`config.mk`:
```
export PLATFORM = sky130hd
export DESIGN_NAME = writeback_regfile
export DESIGN_NICKNAME = d
export VERILOG_FILES = /design/src/rtl/writeback_regfile.sv
export SDC_FILE = /design/constraint.sdc
export NUM_CORES = 2
export LEC_CHECK = 0
export CAP_MARGIN = 10
export CORE_MARGIN = 3
export CORE_UTILIZATION = 60
export CTS_CLUSTER_DIAMETER = 100
export CTS_CLUSTER_SIZE = 12
export DETAILED_ROUTE_END_ITERATION = 10
export PLACE_DENSITY_LB_ADDON = 0.08
export SYNTH_ARGS = -nofsm -noshare
export SYNTH_HDL_FRONTEND = slang
export SYNTH_SLANG_ARGS = --single-unit
```
`constraint.sdc`:
```
create_clock -name clk -period 9 [get_ports clk]
set_input_delay 2.7 -clock clk [delete_from_list [all_inputs] [get_ports clk]]
set_output_delay 2.7 -clock clk [all_outputs]
set_load 0.01 [all_outputs]
```
`src/rtl/writeback_regfile.sv`:
```
// Writeback stage with result select, 31-entry register file and commit counter.
// Optional write-through bypass is enabled by defining WB_BYPASS_EN.
module writeback_regfile (
   input  logic        clk,
   input  logic        rst,
   input  logic        RegWriteW,
   input  logic [4:0]  RdW,
   input  logic [1:0]  ResultSrcW,
   input  logic [31:0] ALUResultW,
   input  logic [31:0] ReadDataW,
   input  logic [31:0] PCPlus4W,
   input  logic [4:0]  Rs1D,
   input  logic [4:0]  Rs2D,
   output logic [31:0] RD1D,
   output logic [31:0] RD2D,
   output logic [31:0] ResultW,
   output logic [31:0] WbCount
);

   localparam int unsigned XLEN  = 32;
   localparam int unsigned NREGS = 31;

   logic [XLEN-1:0] regs_q [1:NREGS];
   logic [XLEN-1:0] wb_count_q;
   logic [XLEN-1:0] wb_count_d;
   logic            wr_en;

   // Result select; the reserved encoding writes zero.
   always_comb begin
      ResultW = '0;
      case (ResultSrcW)
         2'b00:   ResultW = ALUResultW;
         2'b01:   ResultW = ReadDataW;
         2'b10:   ResultW = PCPlus4W;
         default: ResultW = '0;
      endcase
   end

   // A write commits only outside reset and never to x0.
   always_comb begin
      wr_en      = RegWriteW && (RdW != 5'd0) && !rst;
      wb_count_d = wb_count_q;
      if (wr_en) wb_count_d = wb_count_q + XLEN'(1);
   end

   // Register array update with reset priority over writes.
   always_ff @(posedge clk) begin
      if (rst) begin
         for (int i = 1; i <= int'(NREGS); i++) regs_q[i] <= '0;
      end else if (wr_en) begin
         regs_q[RdW] <= ResultW;
      end
   end

   // Commit counter; wraps naturally at 2^32.
   always_ff @(posedge clk) begin
      if (rst) wb_count_q <= '0;
      else     wb_count_q <= wb_count_d;
   end

   assign WbCount = wb_count_q;

`ifdef WB_BYPASS_EN
   // Read ports with same-cycle write-through forwarding.
   always_comb begin
      RD1D = '0;
      RD2D = '0;
      if (Rs1D != 5'd0) RD1D = (wr_en && (Rs1D == RdW)) ? ResultW : regs_q[Rs1D];
      if (Rs2D != 5'd0) RD2D = (wr_en && (Rs2D == RdW)) ? ResultW : regs_q[Rs2D];
   end
`else
   // Read ports return pre-edge contents; hazard unit covers the write gap.
   always_comb begin
      RD1D = '0;
      RD2D = '0;
      if (Rs1D != 5'd0) RD1D = regs_q[Rs1D];
      if (Rs2D != 5'd0) RD2D = regs_q[Rs2D];
   end
`endif

endmodule

```
==> run summary <==
POWER AND IR DROP
-------------------------------------------------------------------------------------------
Logic gate share of total power                                                       15.1%
PD cells                                                                       182.7 nW/um^2
Clock share of power                                                                  33.4%
Switching power total                                                              2.887 mW
Power after layout                                                                 11.25 mW
Sequential share of power                                                             51.5%
Worst IR Drop VDD                                                               0.0001376 V
Internal Dissipation                                                               8.360 mW
Total leakage power                                                                20.64 nW
Sw Share                                                                             25.67%

STA
-------------------------------------------------------------------------------------------
Worst Max-Slew Pin Slew                                                            1.385 ns
Unrepaired setup endpoints after global routing                                          no
Final number of setup-violating endpoints                                                 0
Final critical-path share of the clock period                                        97.38%
Hold Slack                                                                        0.5058 ns
Slew Viols, Final                                                                         0
Max Fclk                                                                          114.1 MHz
Clk_skew                                                                         0.01071 ns
Post-route worst setup slack                                                      0.2354 ns
Setup Total Neg Slack                                                                  0 ns
Rel. slew slack                                                                      7.436%
Number of hold violations in the final report                                             0
Final critical delay including setup and external delays                           8.765 ns

RUN
-------------------------------------------------------------------------------------------
Maximum Capacitance Violations                                                            0

PLACED DESIGN
-------------------------------------------------------------------------------------------
Number of buffers inserted by port buffering                                            243
Placed cells                                                                           5213
Routability Congestion                                                               0.9770
Dpl ws                                                                            0.5767 ns
Post-detailed-placement cell area                                                58930 um^2
HPWL after detailed placement                                                     116000 um

CTS
-------------------------------------------------------------------------------------------
Post-cts repair resize count                                                              0
Number of buffers inserted for hold repair after clock tree synthesis                     0
H-tree levels                                                                             3
Setup Buffers After CTS                                                                   0
Clock sink total                                                                       1056
Longest Clk Path Bufs                                                                     3
Later-pin clock latency in the skew report                                          0.67 ns
Clock tree root driver cell                                                    sky130_fd_sc_hd__clkbuf_16
TritonCTS Buffers                                                                        97
CTS tree                                                                               done
Register clock-pin slew on the reported worst setup and hold paths                  0.07 ns

SYNTH
-------------------------------------------------------------------------------------------
Biggest area contributors in the synthesized netlist                           sky130_fd_sc_hd__edfxtp_1, sky130_fd_sc_hd__mux4_2, sky130_fd_sc_hd__nor2_1, sky130_fd_sc_hd__mux2i_1, sky130_fd_sc_hd__clkbuf_1
Cell count after synthesis                                                             3984
Post-synthesis async set-or-reset flop share                                             0%
Share of synthesized area occupied by flip-flops and latches                         57.41%
Count of state elements after synthesis                                                1056
Count of different cell masters after synthesis                                          49
Number of warning messages in the yosys log                                               0
Average cell area after synthesis                                                13.72 um^2
Area share of the largest cell type after synthesis                                  56.24%
Commonest register cell after synthesis                                        sky130_fd_sc_hd__edfxtp_1
Dominant cell type by area after synthesis                                     sky130_fd_sc_hd__edfxtp_1
Number of synthesized flops with an enable pin                                         1024
Cell area after synthesis                                                        54670 um^2

DETAILED ROUTING
-------------------------------------------------------------------------------------------
Total vias in the final route                                                         38730
Remaining number of nets flagged by the antenna check after routing                       0
Remaining routing DRC violations                                                          0
Number of detailed-route iterations in the first pass                                     6
Number of vias per cell                                                               7.253
Wire per inst                                                                      34.60 um
Number of design-rule violations left by the first detailed-router iteration           5887
Routed wire length                                                                184800 um

CRITICAL PATH
-------------------------------------------------------------------------------------------
Crit path max-delay cell type                                                  sky130_fd_sc_hd__and2_1
Cell type with the highest occurrence count on the critical path               sky130_fd_sc_hd__buf_4
Crit path kind                                                                    in -> out
CP Launch Type                                                                   input port
Setup crit end kind                                                            primary output
Data arrival time of the critical path                                              6.06 ns
WP data required                                                                    6.30 ns
Kind of cell with the highest combined delay on the critical path              buffers and inverters
Delay of the slowest critical-path stage                                            0.94 ns
Worst path bufs/invs                                                                      4
List of cells traversed by the critical path                                   buf_2, buf_4, and2_1, a22oi_1, a311oi_1, buf_4, clkdlybuf4s50_1
Maximum fanout along the worst path                                                      24

DIE
-------------------------------------------------------------------------------------------
Number of rows in the core area                                                         110
Die Wd                                                                             307.9 um
Number of primary I/O pins                                                              244
Die area                                                                         94780 um^2
Starting Density                                                                     60.65%
Die height                                                                         307.9 um
Placeable core region                                                            90150 um^2

GLOBAL ROUTING
-------------------------------------------------------------------------------------------
Global-route wire length before repair                                            262700 um
Antenna violations before repair                                                          4
Vias in the first global route                                                        37330
Total routing usage reported by global routing                                       39.04%
Congestion Overflow GR                                                                    0
Maximum number of pins on one net before global-route repair                             75

WORST HOLD PATH
-------------------------------------------------------------------------------------------
Type of the most critical hold path                                              reg -> reg

FINISH
-------------------------------------------------------------------------------------------
Final instance count without filler cells                                              5340
Final core area utilization                                                          68.28%
Final nets                                                                             4253
Design Area, Final                                                               61560 um^2
Area occupied by registers                                                       31390 um^2
Relative area change from synthesis to final layout                                  12.59%
Share of cells above drive strength 1                                                23.38%
Area of the multi-input gates                                                    21700 um^2
Fill cell total of the finished layout                                                 6322

STATUS
-------------------------------------------------------------------------------------------
Result of the run                                                              finished clean

==> synth_stat cells, types with 9 or more instances <==
cell and n:
sky130_fd_sc_hd__a211oi_1 64, sky130_fd_sc_hd__a21oi_1 49, sky130_fd_sc_hd__a221oi_1 20, sky130_fd_sc_hd__a22oi_1 64
sky130_fd_sc_hd__a311oi_1 64, sky130_fd_sc_hd__buf_2 102, sky130_fd_sc_hd__buf_4 34, sky130_fd_sc_hd__clkbuf_1 280
sky130_fd_sc_hd__dfxtp_1 32, sky130_fd_sc_hd__edfxtp_1 1024, sky130_fd_sc_hd__inv_2 30, sky130_fd_sc_hd__mux2_2 64
sky130_fd_sc_hd__mux2_4 9, sky130_fd_sc_hd__mux2i_1 161, sky130_fd_sc_hd__mux4_2 448, sky130_fd_sc_hd__nand2_1 120
sky130_fd_sc_hd__nand2b_1 33, sky130_fd_sc_hd__nand3_1 19, sky130_fd_sc_hd__nor2_1 1048, sky130_fd_sc_hd__nor2b_1 83
sky130_fd_sc_hd__nor4_2 9, sky130_fd_sc_hd__o2111ai_1 47, sky130_fd_sc_hd__o21ai_0 88, sky130_fd_sc_hd__o31ai_1 10
sky130_fd_sc_hd__or4_1 11
==> routing by layer <==
layer  vias to the layer above  wire [um]  global-route usage [%]
met5                         -         19                       0
met4                         2      13160                   22.89
met3                       630      24530                   9.586
met2                      3189      84470                   59.52
met1                     19490      62570                   51.74
li1                      15420          -                       -
==> final timing paths <==
path                       startpoint                       end  slack [ns]  cells past startpoint
min          WbCount[16]$_SDFFE_PP0P_  WbCount[16]$_SDFFE_PP0P_        0.51                      2
max                           Rs1D[3]                   RD1D[3]        0.24                      7
min reg2reg  WbCount[16]$_SDFFE_PP0P_  WbCount[16]$_SDFFE_PP0P_        0.51                      2
max reg2reg   WbCount[6]$_SDFFE_PP0P_  WbCount[23]$_SDFFE_PP0P_        6.91                      4
==> power by group through the flow <==
stage / logic, mW / registers, mW / clock network [mW]
final: 1.70 / 5.79 / 3.75
after CTS: 1.66 / 5.79 / 3.77
after global placement: 1.65 / 5.87 / 0
after detailed placement: 1.66 / 5.89 / 0
after floorplan: 0.955 / 5.84 / 0
after global routing: 1.74 / 5.82 / 3.93
==> area by class of cell <==
| type | instances | area share (%) |
|---|---|---|
| timing repair buffer | 451 | 6.878 |
| multi-input combinational | 2495 | 35.25 |
| sequential | 1056 | 50.99 |
| antenna | 3 | 0.01220 |
| clock inverter | 2 | 0.02846 |
| clock buffer | 122 | 4.234 |
| tap | 1176 | 2.390 |
| inverter | 35 | 0.2175 |
==> state kept, by name, summed over array words and instances, names as in the netlist <==
name / flops
regs_q: 1024
WbCount: 32
==> cells in the final DEF, fill, tap and decap left out, types with 11 or more instances in the layout <==
cell	instances
sky130_fd_sc_hd__edfxtp_1	1024
sky130_fd_sc_hd__conb_1	32
sky130_fd_sc_hd__buf_12	20
sky130_fd_sc_hd__mux2_2	64
sky130_fd_sc_hd__nand2b_2	31
sky130_fd_sc_hd__a21oi_1	17
sky130_fd_sc_hd__a311oi_1	64
sky130_fd_sc_hd__a211oi_1	64
sky130_fd_sc_hd__or4_1	11
sky130_fd_sc_hd__o21ai_0	88
sky130_fd_sc_hd__nor2_1	1042
sky130_fd_sc_hd__nand2_1	120
sky130_fd_sc_hd__a22oi_1	64
sky130_fd_sc_hd__inv_2	30
sky130_fd_sc_hd__buf_4	190
sky130_fd_sc_hd__o2111ai_1	47
sky130_fd_sc_hd__nand3_2	12
sky130_fd_sc_hd__clkdlybuf4s50_1	232
sky130_fd_sc_hd__clkbuf_16	101
sky130_fd_sc_hd__dfxtp_1	32
sky130_fd_sc_hd__a221oi_1	20
sky130_fd_sc_hd__mux2i_1	161
sky130_fd_sc_hd__nor2b_1	80
sky130_fd_sc_hd__clkbuf_1	21
sky130_fd_sc_hd__mux4_2	448
sky130_fd_sc_hd__a21oi_2	24
==> logic make-up after synthesis <==
family | count (synthesis) | share of synthesized area [%]
other cells | 1 | 0.006859
fa+ha+maj | 1 | 0.02288
compound gates | 413 | 5.360
xor+xnor | 5 | 0.08009
mux | 682 | 22.97
flops | 1056 | 57.41
simple gates | 1362 | 10.38
buf+inv | 464 | 3.774
==> worst reg2reg max path, cell delays in order (launching register included) <==
cell and delay (ns):
sky130_fd_sc_hd__dfxtp_1 0.44, sky130_fd_sc_hd__and4_1 0.29, sky130_fd_sc_hd__o2111ai_4 0.46, sky130_fd_sc_hd__nor4_2 0.48, sky130_fd_sc_hd__mux2_4 0.33
Power figures use the tool's default switching activity.
